$ cat src/rtl/muldiv_iter.sv
// Iterative multiply/divide unit: one shift-add or restoring shift-subtract step per cycle.
// Signed operations run on magnitudes; signs are restored when the result is loaded.
module muldiv_iter #(
    parameter int WIDTH = 32,
    localparam int CNT_W = $clog2(WIDTH + 1)
) (
    input  logic             clk,
    input  logic             rst,
    input  logic             start,
    input  logic [1:0]       op,
    input  logic [WIDTH-1:0] a,
    input  logic [WIDTH-1:0] b,
    input  logic             cancel,
    output logic             busy,
    output logic             ready,
    output logic [WIDTH-1:0] hi,
    output logic [WIDTH-1:0] lo,
    output logic             div_zero
);

    typedef enum logic [1:0] {S_IDLE, S_RUN, S_DONE} state_t;

    state_t             state, state_nxt;
    logic [CNT_W-1:0]   cnt;
    logic               is_div_q, neg_lo_q, neg_hi_q, b_zero_q;
    logic [WIDTH-1:0]   acc_hi, acc_lo, opnd_m;

    logic               is_signed, is_div, a_neg, b_neg;
    logic [WIDTH-1:0]   a_mag, b_mag;
    logic [WIDTH:0]     mul_sum, div_shift, div_diff;
    logic [WIDTH-1:0]   nxt_hi, nxt_lo, res_hi, res_lo;
    logic [2*WIDTH-1:0] prod_fix;

    function automatic logic [WIDTH-1:0] cond_neg(input logic [WIDTH-1:0] x, input logic neg);
        logic signed [WIDTH-1:0] xs;
        xs = x;
        return neg ? -xs : xs;
    endfunction

    function automatic logic [2*WIDTH-1:0] cond_neg2(input logic [2*WIDTH-1:0] x, input logic neg);
        logic signed [2*WIDTH-1:0] xs;
        xs = x;
        return neg ? -xs : xs;
    endfunction

    assign is_signed = ~op[0];
    assign is_div    = op[1];
    assign a_neg     = is_signed & a[WIDTH-1];
    assign b_neg     = is_signed & b[WIDTH-1];
    assign a_mag     = cond_neg(a, a_neg);
    assign b_mag     = cond_neg(b, b_neg);

    // Iteration step: acc_lo holds the multiplier (mult) or the dividend/quotient (div)
    always_comb begin
        mul_sum   = {1'b0, acc_hi} + (acc_lo[0] ? {1'b0, opnd_m} : '0);
        div_shift = {acc_hi, acc_lo[WIDTH-1]};
        div_diff  = div_shift - {1'b0, opnd_m};
        if (is_div_q) begin
            nxt_hi = div_diff[WIDTH] ? div_shift[WIDTH-1:0] : div_diff[WIDTH-1:0];
            nxt_lo = {acc_lo[WIDTH-2:0], ~div_diff[WIDTH]};
        end else begin
            nxt_hi = mul_sum[WIDTH:1];
            nxt_lo = {mul_sum[0], acc_lo[WIDTH-1:1]};
        end
        prod_fix = cond_neg2({nxt_hi, nxt_lo}, neg_lo_q);
        if (is_div_q) begin
            // A zero divisor leaves the dividend in the remainder, so hi naturally equals a
            res_hi = cond_neg(nxt_hi, neg_hi_q);
            res_lo = b_zero_q ? '1 : cond_neg(nxt_lo, neg_lo_q);
        end else begin
            res_hi = prod_fix[2*WIDTH-1:WIDTH];
            res_lo = prod_fix[WIDTH-1:0];
        end
    end

    always_ff @(posedge clk) begin
        if (rst) begin
            state    <= S_IDLE;
            cnt      <= '0;
            hi       <= '0;
            lo       <= '0;
            div_zero <= 1'b0;
        end else begin
            state <= state_nxt;
            if (state == S_IDLE && start && !cancel) begin
                cnt      <= CNT_W'(WIDTH);
                is_div_q <= is_div;
                neg_lo_q <= a_neg ^ b_neg;
                neg_hi_q <= a_neg;
                b_zero_q <= is_div & (b == '0);
                acc_hi   <= '0;
                acc_lo   <= a_mag;
                opnd_m   <= b_mag;
            end else if (state == S_RUN && !cancel) begin
                cnt    <= cnt - CNT_W'(1);
                acc_hi <= nxt_hi;
                acc_lo <= nxt_lo;
                if (cnt == CNT_W'(1)) begin
                    hi       <= res_hi;
                    lo       <= res_lo;
                    div_zero <= b_zero_q;
                end
            end
        end
    end

    always_comb begin
        state_nxt = state;
        busy      = (state != S_IDLE);
        ready     = (state == S_DONE);
        case (state)
            S_IDLE:  if (start && !cancel) state_nxt = S_RUN;
            S_RUN: begin
                if (cancel)                  state_nxt = S_IDLE;
                else if (cnt == CNT_W'(1))   state_nxt = S_DONE;
            end
            S_DONE:  state_nxt = S_IDLE;
            default: state_nxt = S_IDLE;
        endcase
    end

endmodule

$ cat config.mk
export PLATFORM = sky130hd
export DESIGN_NAME = muldiv_iter
export DESIGN_NICKNAME = d
export VERILOG_FILES = /design/src/rtl/muldiv_iter.sv
export SDC_FILE = /design/constraint.sdc
export NUM_CORES = 1
export LEC_CHECK = 0
export BUFFER_PORTS_ARGS = -buffer_cell sky130_fd_sc_hd__buf_2
export CAP_MARGIN = 30
export CORE_MARGIN = 3
export CORE_UTILIZATION = 43
export CTS_CLUSTER_SIZE = 28
export DETAILED_ROUTE_END_ITERATION = 16
export SLEW_MARGIN = 20
export SYNTH_ARGS = -nofsm -noshare
export SYNTH_HDL_FRONTEND = slang
export SYNTH_SLANG_ARGS = --single-unit
$ cat constraint.sdc
create_clock -name clk -period 7 [get_ports clk]
set_clock_uncertainty 0.1 [all_clocks]
set_input_delay 1.4 -clock clk [delete_from_list [all_inputs] [get_ports clk]]
set_output_delay 1.4 -clock clk [all_outputs]
set_load 0.005 [all_outputs]
---- Word level (Yosys, flattened, before mapping) ----
Index checks and enable logic that the tools add are counted.
W data, S select, Z words.
cells by class
  bitwise operators ....................... 8
  reduce and logical (&&, ||, !) cells .... 14
  eq/ne operators ......................... 5
  mux-type cells .......................... 21
  $add $sub $neg .......................... 8
operators with widths
  operator               count
  $mux W32               14
  $neg A32 Y32           4
  $mux W64               1
  $neg A64 Y64           1
  $add A32 B32 Y33       1
  $sub A33 B32 Y33       1
  $logic_not A32 Y1      1
  $mux W6                2
  $eq A6 B1 Y1 const B   1
  $mux W2                3
  $reduce_and A2 Y1      3
  $sub A6 B1 Y6 const B  1
  $logic_and A1 B1 Y1    4
  $not A1 Y1             4
  $pmux W2 S2            1
  $reduce_bool A2 Y1     2
  $and A1 B1 Y1          3
  $ne A3 B2 Y1 const B   1
  $reduce_and A3 Y1      1
  $eq A2 B1 Y1 const B   1
  $eq A2 B2 Y1 const B   1
  $logic_not A2 Y1       1
  $ne A2 B1 Y1 const B   1
  $reduce_or A2 Y1       1
  other kinds (2)        2
word-level totals
  bits of input ports ..................... 70
  output and inout bits ................... 67
  register bits after elaboration ......... 173

---- Logic depth before layout (Yosys ltp) ----
  word-level depth ........................ 7
  gate-level depth with buffers ........... 23
  depth with buffers taken out ............ 21

---- Worst setup path after synthesis ----
No wires, ideal clock.
  kind .................................... input-to-reg
  start ................................... input port cancel
  end ..................................... register acc_hi[0], enable pin
  setup time .............................. 0.507 ns
  stages .................................. 4
  path slack .............................. 1.173 ns
  arrival ................................. 5.220 ns
  buffers on the path ..................... 2
  path through ............................ or3b_2 clkbuf_1 clkbuf_1 a21oi_1
on the way
  cells in the longest elaborated chain, start to end .. 4
  elaborated cells on any way between the ends .. 5
RTL lines
  item                                           RTL line  text
  from (decl)                                    13        input logic cancel,
  $logic_not A1 Y1 (*)                           85, 94
  $logic_and A1 B1 Y1, on equally long branches  85, 94
  $reduce_bool A2 Y1 (no source line) (*)        -
  $reduce_and A2 Y1 (no source line) (*)         -
  to (signal assigned)                           96        acc_hi <= nxt_hi;
  to (decl)                                      26        logic [WIDTH-1:0] acc_hi, acc_lo, opnd_m;
Every way passes the cells marked *; elsewhere a longest branch is shown, timed or not.
A chain may end at the register's enable or synchronous reset.

---- Worst setup path after layout ----
  start ................................... register acc_lo[31]
  end ..................................... register hi[16]
on the way
  cells in the longest elaborated chain, start to end .. 6
  elaborated cells on any way between the ends .. 10
RTL lines
  item                                          RTL line  text
  from (decl)                                   26
  from (signal assigned)                        92        acc_lo <= a_mag;
  from (signal assigned)                        97        acc_lo <= nxt_lo;
  $sub A33 B32 Y33                              57        div_diff = div_shift - {1'b0, opnd_m};
  $mux W32 or $not A1 Y1 (tied branches)        59, 60
  $mux W32                                      58        if (is_div_q) begin
  $neg A64 Y64 or $neg A32 Y32 (tied branches)  43, 37
  $mux W64 or $mux W32 (tied branches)          43, 37
  $mux W32 (*)                                  66        if (is_div_q) begin
  to (signal assigned)                          99        hi <= res_hi;
  to (decl)                                     16        output logic [WIDTH-1:0] hi,
Marks and branches as above.

==> metrics.md <==
| Metric | Value |
|---|---|
| Status | complete, no violations |
| Worst hold path type | reg2reg |
| Vias per cell | 5.88 |
| Tcrit/Tclk final | about 88% |
| Post-CTS Resized | 0 |
| DR iter-0 viols | between 1,000 and 1,500 |
| Asr flop ratio synth | 0% |
| Number of fillers in the final layout | 3,230 |
| Die Wd | about 190 µm |
| Pre-antenna DRT Iters | 5 |
| Pwr/cell area | ~180 nW/µm² |
| Final Max Slew Viols | 0 |
| Cell area after synthesis | ~14,000 µm² |
| CP Class | reg2reg |
| Setup TNS | 0 ns |
| Final Hold Vio Count | 0 |
| Initial antenna violation count | 0 |
| Final ANT Viol Nets | 0 |
| Post-Layout Cell Count | between 2,000 and 2,500 |
| Nets | 2,014 |
| Top_reg_cell synth | edfxtp_1 |
| Core Area | approximately 33,000 µm² |
| Inserted Clock Buffers | 17 |
| Grt met3 use | roughly 3.5% |
| Clk_lat worst skew | ~0.45 ns |
| Tmin final | a little over 6 ns |
| GR Util met2 | 42.1% |
| RSZ-0062 raised after global routing | no |
| Register area share after synthesis | between 30% and 40% |
| Final Power | 2.91 mW |
| Share of cells above drive strength 1 | roughly 14% |
| Sw Share | roughly 33% |
| Yosys reg bits | ~170 |
| Cell taking the most area after synthesis | edfxtp_1 |
| Critical Path RT | 7.26 ns |
| Crit path max fanout | 19 |
| Synthesis Warnings | 0 |
| Top-count cell post-synth | nor2_1 |
| Combinational fraction of design power | approximately 25% |
| WL/cell | ~20 µm |
| FF+latch area | roughly 4500 µm² |
| Initial Util | a little over two fifths |
| P_int | 1.94 mW |
| GRT Max-Usage Layer | met2 |
| Tot GR Track Use | between 20% and 30% |
| Core Util, Final | between 40% and 50% |
| Pin count of the biggest net entering global routing | between 70 and 80 |
| Antenna diodes | 0 |
| Power share of the clock group | between 30% and 40% |
| Die Area | roughly 36,000 µm² |
| Routed WL | 46,100 µm |
| Final Setup Violations | 0 |
| Number of setup buffers added after CTS | 0 |
| Slew HR | between 30 and 40% |
| Yosys top cell area share | a little over a fifth |
| First-pass GRT wire length | 71,800 µm |
| Max Freq | between 150 and 200 MHz |
| Number of max-cap violations | 0 |
| Synth cell count leaders | 226 x nor2_1, 166 x nand2_1, 155 x a21oi_1 |
| Num rows | 66 |
| Syn Nets | around 1,900 |
| Vias | between 10,000 and 15,000 |
| Sw power | around 0.97 mW |
| Vias in the first global route | 12,900 |
| Clock sink total | between 150 and 200 |
| Post-cts hold buffer count | 0 |
| H-tree level count | 4 |
| IO Port Bufs | 136 |
| Multi-input gate area | around 9300 µm² |
| Die height | about 190 µm |
| Total gr overflow | 0 |
| Post-synth cell types | 82 |
| CP Capture Type | flip-flop |
| Crit path DAT | approximately 6.4 ns |
| Post-DP HPWL | 35,100 µm |
| Worst VDD drop | between 0.15 and 0.2 mV |
| Root Driver | clkbuf_16 |
| CTS tree | built |
| Cell count after synthesis | roughly 1,800 |
| Clock slew at reported path FFs | 0.08 ns |
| Met1 usage | around a third |
| Final Wtd Congestion | around 0.92 |
| Leading post-synthesis cells by cell area | edfxtp_1 21%, dfxtp_1 10%, xnor2_1 6.3% |
| CTS Buffer Depth | 2 |
| P_leak | 6.35 nW |
| EDFF count, synth | 100 |
| Syn Area/Cell | between 8 and 9 µm² |
| Register share of total power | between 30% and 40% |
| Number of placed instances, taps included | 2,294 |
| # DRC | 0 |
| Worst Tran Pin Value | approximately 0.97 ns |
| Layout overhead on the synthesized area | 12.4% |
| # IOs | approximately 140 |
| Startpoint class of the critical path | flip-flop |
## cells in the final DEF, fill, tap and decap left out, types with 58 or more instances in the layout
master,synthesis,routed
nor2_1,226,224
nand2_1,166,166
a21oi_1,155,153
buf_2,6,136
xnor2_1,103,101
edfxtp_1,100,100
o21ai_0,83,83
dfxtp_1,73,73
ha_1,70,70
xor2_1,64,64
inv_1,61,61
a211oi_1,58,58
## final timing paths
| path | start | endpoint | slack [ns] | cells past startpoint |
|---|---|---|---|---|
| worst max-delay path | acc_lo[31] | hi[16] | 0.87 | 22 |
| worst max register to register | acc_lo[31] | hi[16] | 0.87 | 22 |
| worst min register to register | hi[6] | hi[6] | 0.35 | 2 |
| worst min-delay path | hi[6] | hi[6] | 0.35 | 2 |
## routing by layer
layer  wire length [µm]  vias to the layer above
met4                983                        0
met3               2500                       56
met2              21600                      442
met5                  0                        -
met1              21000                     6534
li1                   -                     6641
## power groups by stage
stage / combinational [mW] / sequential (mW) / clock (mW)
floorplan: 0.505 / 1.16 / 0
global placement: 0.707 / 1.17 / 0
detailed placement: 0.713 / 1.17 / 0
CTS: 0.718 / 1.14 / 1.05
global route: 0.795 / 1.15 / 1.09
finish: 0.725 / 1.15 / 1.04
## area by class of cell
class	count	share of cell area (%)
multi-input combinational	1450	57.8
inverter	62	1.44
tap	442	3.42
sequential	173	27.6
timing repair buffer	168	5.84
clock buffer	17	2.63
clock inverter	15	1.22
## through the flow
| step | setup WS [ns] | cell area (µm²) | hold slack (ns) |
|---|---|---|---|
| after floorplan | 1.17 | 14400 | 0.348 |
| after CTS | 0.942 | 16200 | 0.354 |
| after global placement | 1.18 | 15500 | 0.341 |
| after global routing | 0.360 | 16200 | 0.390 |
| after detailed placement | 0.979 | 15500 | 0.345 |
| final | 0.868 | 16200 | 0.354 |
## registers in the layout (all words and copies together) (netlist names)
signal and count:
hi 32, cnt 6, opnd_m 32, lo 32
state 2, is_div_q 1, div_zero 1, acc_lo 32
neg_lo_q 1, acc_hi 32, b_zero_q 1, neg_hi_q 1
## logic make-up after synthesis
family / share of synthesized area, %
XOR/XNOR: 10.2
flip-flops: 31.1
adder cells (fa/ha/maj): 6.37
multiplexers: 4.16
AND/OR/NAND/NOR: 22.5
AO/OA/AOI/OAI: 21.4
buffers and inverters: 4.28
## critical path: stages, from the launching register on
cell and delay [ns]:
edfxtp_1 0.41, inv_1 0.06, ha_1 0.22, fa_1 0.42, nand2b_1 0.19, a21oi_1 0.43
o21bai_1 0.22, a21oi_1 0.36, a31oi_2 0.18, buf_4 0.25, xnor2_2 0.16, nor2_1 0.14
a21oi_1 0.23, ha_1 0.22, and2_1 0.25, nand4_1 0.16, or3_1 0.45, nor2_1 0.21
nor2_1 0.16, nor4_2 0.62, a21oi_1 0.16, xor2_1 0.19, a211oi_1 0.25
No activity file was read; power rests on OpenSTA's default activity.
